`src/rtl/comp_seq.sv`:
```
`default_nettype none
// ============================================================================
// Module      : comp_seq
// Description : Digit-serial magnitude comparator. Compares two WIDTH-bit
//               operands DIGIT bits per clock, most significant digit first.
//               It stops at the first differing digit. Signed compares are
//               reduced to unsigned ones by inverting the sign bit of both
//               operands when they are captured (offset-binary).
// Revision    : 1.0 - initial release
// ----------------------------------------------------------------------------
// Parameters
//   WIDTH     : operand width in bits; must be a multiple of DIGIT
//   DIGIT     : bits examined per clock
// Ports
//   clk       : single clock, rising edge
//   rst       : synchronous active-high reset
//   start     : request a comparison (honoured only while idle)
//   is_signed : 1 = two's-complement compare, 0 = unsigned
//   a, b      : operands, sampled on the accepting edge only
//   busy      : high while a comparison is in progress
//   done      : one-cycle pulse marking a new result
//   y         : {a<b, a>b, a==b}; 000 only between reset and first result
//   cycles    : digits examined for the last result
// ============================================================================
module comp_seq #(
    parameter int WIDTH = 10,
    parameter int DIGIT = 2
) (
    input  logic                              clk,
    input  logic                              rst,
    input  logic                              start,
    input  logic                              is_signed,
    input  logic [WIDTH-1:0]                  a,
    input  logic [WIDTH-1:0]                  b,
    output logic                              busy,
    output logic                              done,
    output logic [2:0]                        y,
    output logic [$clog2(WIDTH/DIGIT):0]      cycles
);

    localparam int NDIG = WIDTH / DIGIT;
    localparam int CW   = $clog2(NDIG) + 1;
    localparam int KW   = (NDIG > 1) ? $clog2(NDIG) : 1;

    // Result encodings for y.
    localparam logic [2:0] Y_EQ = 3'b001;
    localparam logic [2:0] Y_GT = 3'b010;
    localparam logic [2:0] Y_LT = 3'b100;

    // Reject parameter sets that would leave a partial digit.
    if ((WIDTH % DIGIT) != 0 || DIGIT < 1 || WIDTH < 2) begin : g_bad_params
        $error("comp_seq: WIDTH must be a multiple of DIGIT");
    end

    typedef enum logic [0:0] {
        ST_IDLE = 1'b0,
        ST_CMP  = 1'b1
    } state_t;

    state_t              state_q;
    logic [WIDTH-1:0]    a_q;
    logic [WIDTH-1:0]    b_q;
    logic [KW-1:0]       k_q;
    logic                busy_q;
    logic                done_q;
    logic [2:0]          y_q;
    logic [CW-1:0]       cycles_q;

    // Inverting the sign bit maps two's complement onto offset binary, so
    // the digit walk below only ever has to order unsigned values.
    // The flip is folded into the stored operands, so is_signed itself
    // never needs to be kept.
    logic [WIDTH-1:0]    sign_flip;
    assign sign_flip = {is_signed, {(WIDTH-1){1'b0}}};

    // Split the captured operands into digits so the walk can index them.
    logic [DIGIT-1:0]    a_dig [NDIG];
    logic [DIGIT-1:0]    b_dig [NDIG];

    for (genvar gi = 0; gi < NDIG; gi++) begin : g_digit
        assign a_dig[gi] = a_q[gi*DIGIT +: DIGIT];
        assign b_dig[gi] = b_q[gi*DIGIT +: DIGIT];
    end

    logic [DIGIT-1:0]    a_sel;
    logic [DIGIT-1:0]    b_sel;
    logic                dig_ne;
    logic                dig_gt;
    logic                k_zero;

    always_comb begin
        a_sel  = a_dig[k_q];
        b_sel  = b_dig[k_q];
        dig_ne = (a_sel != b_sel);
        dig_gt = (a_sel >  b_sel);
        k_zero = (k_q == '0);
    end

    // ------------------------------------------------------------------
    // Control FSM with registered outputs. busy is set on the accepting
    // edge and cleared on the result edge. done is set only on the result
    // edge, so the two are never high together.
    // ------------------------------------------------------------------
    always_ff @(posedge clk) begin
        if (rst) begin
            state_q  <= ST_IDLE;
            a_q      <= '0;
            b_q      <= '0;
            k_q      <= '0;
            busy_q   <= 1'b0;
            done_q   <= 1'b0;
            y_q      <= '0;
            cycles_q <= '0;
        end else begin
            done_q <= 1'b0;
            case (state_q)
                ST_IDLE: begin
                    // Also reached in the done cycle, which lets a new
                    // start go back-to-back with the previous result.
                    if (start) begin
                        a_q     <= a ^ sign_flip;
                        b_q     <= b ^ sign_flip;
                        k_q     <= KW'(NDIG - 1);
                        busy_q  <= 1'b1;
                        state_q <= ST_CMP;
                    end
                end

                ST_CMP: begin
                    if (dig_ne) begin
                        // First differing digit decides; stop early.
                        y_q      <= dig_gt ? Y_GT : Y_LT;
                        cycles_q <= CW'(NDIG - int'(k_q));
                        busy_q   <= 1'b0;
                        done_q   <= 1'b1;
                        state_q  <= ST_IDLE;
                    end else if (!k_zero) begin
                        k_q <= k_q - KW'(1);
                    end else begin
                        // All digits matched.
                        y_q      <= Y_EQ;
                        cycles_q <= CW'(NDIG);
                        busy_q   <= 1'b0;
                        done_q   <= 1'b1;
                        state_q  <= ST_IDLE;
                    end
                end

                default: begin
                    state_q <= ST_IDLE;
                    busy_q  <= 1'b0;
                end
            endcase
        end
    end

    assign busy   = busy_q;
    assign done   = done_q;
    assign y      = y_q;
    assign cycles = cycles_q;

    // ------------------------------------------------------------------
    // Design invariants
    // ------------------------------------------------------------------
    a_busy_done_excl: assert property (@(posedge clk) disable iff (rst)
        !(busy_q && done_q));

    a_k_in_range: assert property (@(posedge clk) disable iff (rst)
        (state_q == ST_CMP) |-> (int'(k_q) < NDIG));

    a_busy_tracks_state: assert property (@(posedge clk) disable iff (rst)
        busy_q == (state_q == ST_CMP));

endmodule

`default_nettype wire
```
`config.mk`:
```
export PLATFORM = sky130hd
export DESIGN_NAME = comp_seq
export DESIGN_NICKNAME = d
export VERILOG_FILES = /design/src/rtl/comp_seq.sv
export SDC_FILE = /design/constraint.sdc
export NUM_CORES = 1
export LEC_CHECK = 0
export ABC_AREA = 0
export CAP_MARGIN = 20
export CORE_UTILIZATION = 50
export CTS_BUF_LIST = sky130_fd_sc_hd__clkbuf_4
export DETAILED_ROUTE_END_ITERATION = 6
export PLACE_DENSITY = 0.8
export SYNTH_ARGS = -nofsm -noshare
export SYNTH_HDL_FRONTEND = slang
export SYNTH_SLANG_ARGS = --single-unit
```
`constraint.sdc`:
```
create_clock -name clk -period 5.72 [get_ports clk]
set_clock_uncertainty 0.1 [all_clocks]
set_input_delay 0.572 -clock clk [delete_from_list [all_inputs] [get_ports clk]]
set_output_delay 0.572 -clock clk [all_outputs]
set_load 0.1 [all_outputs]
```
==> impl_results.md <==
- Hold buffers post-CTS: 0
- Internal power consumption: about 340 µW
- Number of clock buffers inserted by TritonCTS: 5
- Placeable core region: between 2000 and 3000 µm²
- Worst Path Max Fanout: 14
- Switching power summed over all nets: approximately 170 µW
- Effective utilization at floorplan: a little over half
- Cell type with the highest aggregate area in the netlist: dfxtp_1
- Type of the setup path with the least slack: reg2reg
- Final number of max-transition violations: 0
- CTS clock-pin slew for the worst setup and hold paths: around 90 ps
- Total number of vias: 1247
- Overflow after GRT: 0
- Number of placement rows: 19
- Die X-Extent: between 50 and 60 µm
- Detailed router's first-iteration violation count: 43
- Routed wire length: 2870 µm
- Number of nets in the finished design: 230
- Clk_lat worst skew: between 300 and 400 ps
- Total routing resource utilization after global routing: approximately a fifth
- Wire length of the first global-routing pass: between 5000 and 6000 µm
- Final Instance Area: approximately 1800 µm²
- Final count of negative-setup-slack endpoints: 0
- Clock H-tree levels: 2
- Category of the worst setup path capture point: flop
- Layout-stage area growth over the synthesis result: 25.43%
- Status: completed
- Launching element type of the critical path: flop
- Post-Syn Instances: between 150 and 200
- Most common cell after layout, fill and taps aside: nand2_1
- Combinational cell fraction of total power: about 27%
- Clock share of power: between 20% and 30%
- Relative contribution of sequential cells to total power: 50.6%
- Hold crit path type: reg2reg
- Cells taking the most area after synthesis: dfxtp_1, nand2_1, a21oi_1, mux2i_1, ha_1
- Detail-routed net length per standard cell: between 10 and 15 µm
- Post-synthesis average cell area: roughly 8.4 µm²
- Leakage power: 0.0006654 µW
- Total power divided by cell area: between 200 and 300 nW/µm²
- Fraction of layout cells with a size suffix above 1: 5.446%
- Post-detailed-placement half-perimeter wirelength: just over 2000 µm
- Synthesized net count: 203
- Count of buffers added by post-CTS timing repair for setup: 0
- Largest net degree at the start of global routing: 35
- Unrepaired setup endpoints after global routing: false
- Standard cell area after detailed placement: about 1800 µm²
- ANT nets after route: 0
- Total number of clock tree sinks: 33
- Share of the yosys chip area belonging to registers: between 40% and 50%
- Cell chosen for the clock root: clkbuf_4
- Via count of the first global-routing pass: roughly 1200
- Slew at the pin closest to its max-slew limit: 966.0 ps
- Number of antenna violations at the first check in global routing: 0
- Final hold violation count: 0
- Share of synthesized registers carrying an async set or reset: 0%
- Overall die height: about 56 µm
- Peak ir drop on the vdd network: about 0.22 mV
- Top library cells by usage in the layout, fill and taps aside: nand2_1, dfxtp_1, clkdlybuf4s50_1
- Area share of the leading cell type in the synthesized netlist: approximately 45%
- Number of enable-type register cells in the synthesized netlist: 0
- Commonest register cell after synthesis: dfxtp_1
- Antenna diode instance count: 0
- CTS tree: done
- Port bufs: 32
- Max_cap viols: 0
- Fmax: about 0.36 GHz
- Ys Warns: 0
- Required arrival time at the worst endpoint: slightly below 6000 ps
- DIE AREA: 3133 µm²
- Io pins: 33
- Min cycle time layout: 2767 ps
- Number of gates given a new drive strength after cts: 0
- Max Buffers Root-to-Sink: 2
- Final worst-path cycle share: 48.37%
- Distinct cell type count after synthesis: 28
- Seq cells post-synth: 33
- Sw Ratio: around 34%
- Routability congestion estimate from global placement: 0.7632
- DRC violation count after routing: 0
- Worst slew margin relative to its limit: 35.40%
- Data arrival time of the worst path: between 2000 and 3000 ps
- Sum Neg Setup Slack: 0 ps
- Summed instance area of the synthesized netlist: about 1500 µm²
- Number of vias per cell after detailed routing: between 5 and 6
- DR pass1 iterations: 4
==> Yosys cell counts, drive strengths merged, types with 3 or more instances <==
cell type  number
a211oi          6
a21oi          21
buf             8
clkbuf          6
dfxtp          33
ha              5
inv             4
mux2i           8
nand2          41
nor2            7
nor3            6
o21a            3
o21ai           6
o22ai           4
==> stage by stage <==
stage / hold WS [ps] / setup WS, ps / util [%] / total power (µW) / instances
final: 359.8 / 2953 / 66.24 / 517.2 / 233
after global placement: 346.5 / 3077 / 63.88 / 400.0 / 224
after floorplan: 335.7 / 3457 / - / 364.3 / 174
after detailed placement: 348.0 / 2937 / 63.88 / 404.1 / 224
after global routing: 380.2 / 2671 / 66.24 / 545.7 / 233
after CTS: 362.1 / 2918 / 65.70 / 521.4 / 232
==> layer usage <==
metal	track usage, %	vias up	wire length [µm]
met5	0	-	0
li1	-	644	-
met4	8.711	0	50
met3	4.884	8	136
met2	35.20	30	1394
met1	23.51	565	1289
==> cell families (layout without fill, tap and decap cells) <==
logic type,count (synthesis),count (layout),share of synthesized area (%)
xor+xnor,2,2,1.203
compound gates,45,45,18.56
buf+inv,18,46,5.240
flops,33,33,45.36
mux,10,10,7.045
fa+ha+maj,5,5,4.296
simple gates,61,61,18.30
==> cell type report <==
type                            count  area, µm²
Timing Repair Buffer               34      342.8
Tap cell                           31      38.79
Fill cell                         244      930.9
Inverter                            4      15.01
Clock buffer                        5      37.54
Clock inverter                      3      12.51
Multi-Input combinational cell    123      719.4
Sequential cell                    33      660.6
==> registers in the layout (all words and copies together) (netlist names) <==
| name | count |
|---|---|
| busy | 1 |
| cycles | 4 |
| state_q | 1 |
| y | 3 |
| b_q | 10 |
| done | 1 |
| k_q | 3 |
| a_q | 10 |
==> power by group through the flow <==
stage	combinational, µW	clock [µW]	sequential [µW]
final	138	117	262
after global routing	150	132	264
after CTS	137	122	262
after detailed placement	137	0	267
after global placement	134	0	266
after floorplan	60.1	0	304
==> final timing paths <==
kind	depth (start not counted)	slack (ps)	to	from
setup / recovery	7	2950	cycles[3]	k_q[0]
hold / removal	2	360	a_q[0]	a_q[0]
setup reg to reg	7	2950	cycles[3]	k_q[0]
hold reg to reg	2	360	a_q[0]	a_q[0]
==> critical path, cell delays in order, from the launching register on <==
cell	delay (ps)
dfxtp_1	680
mux2i_1	270
o22ai_1	100
o21a_1	200
ha_1	330
a21boi_1	570
nor3_2	150
a22o_1	260
(Power assumes the default switching activity.)
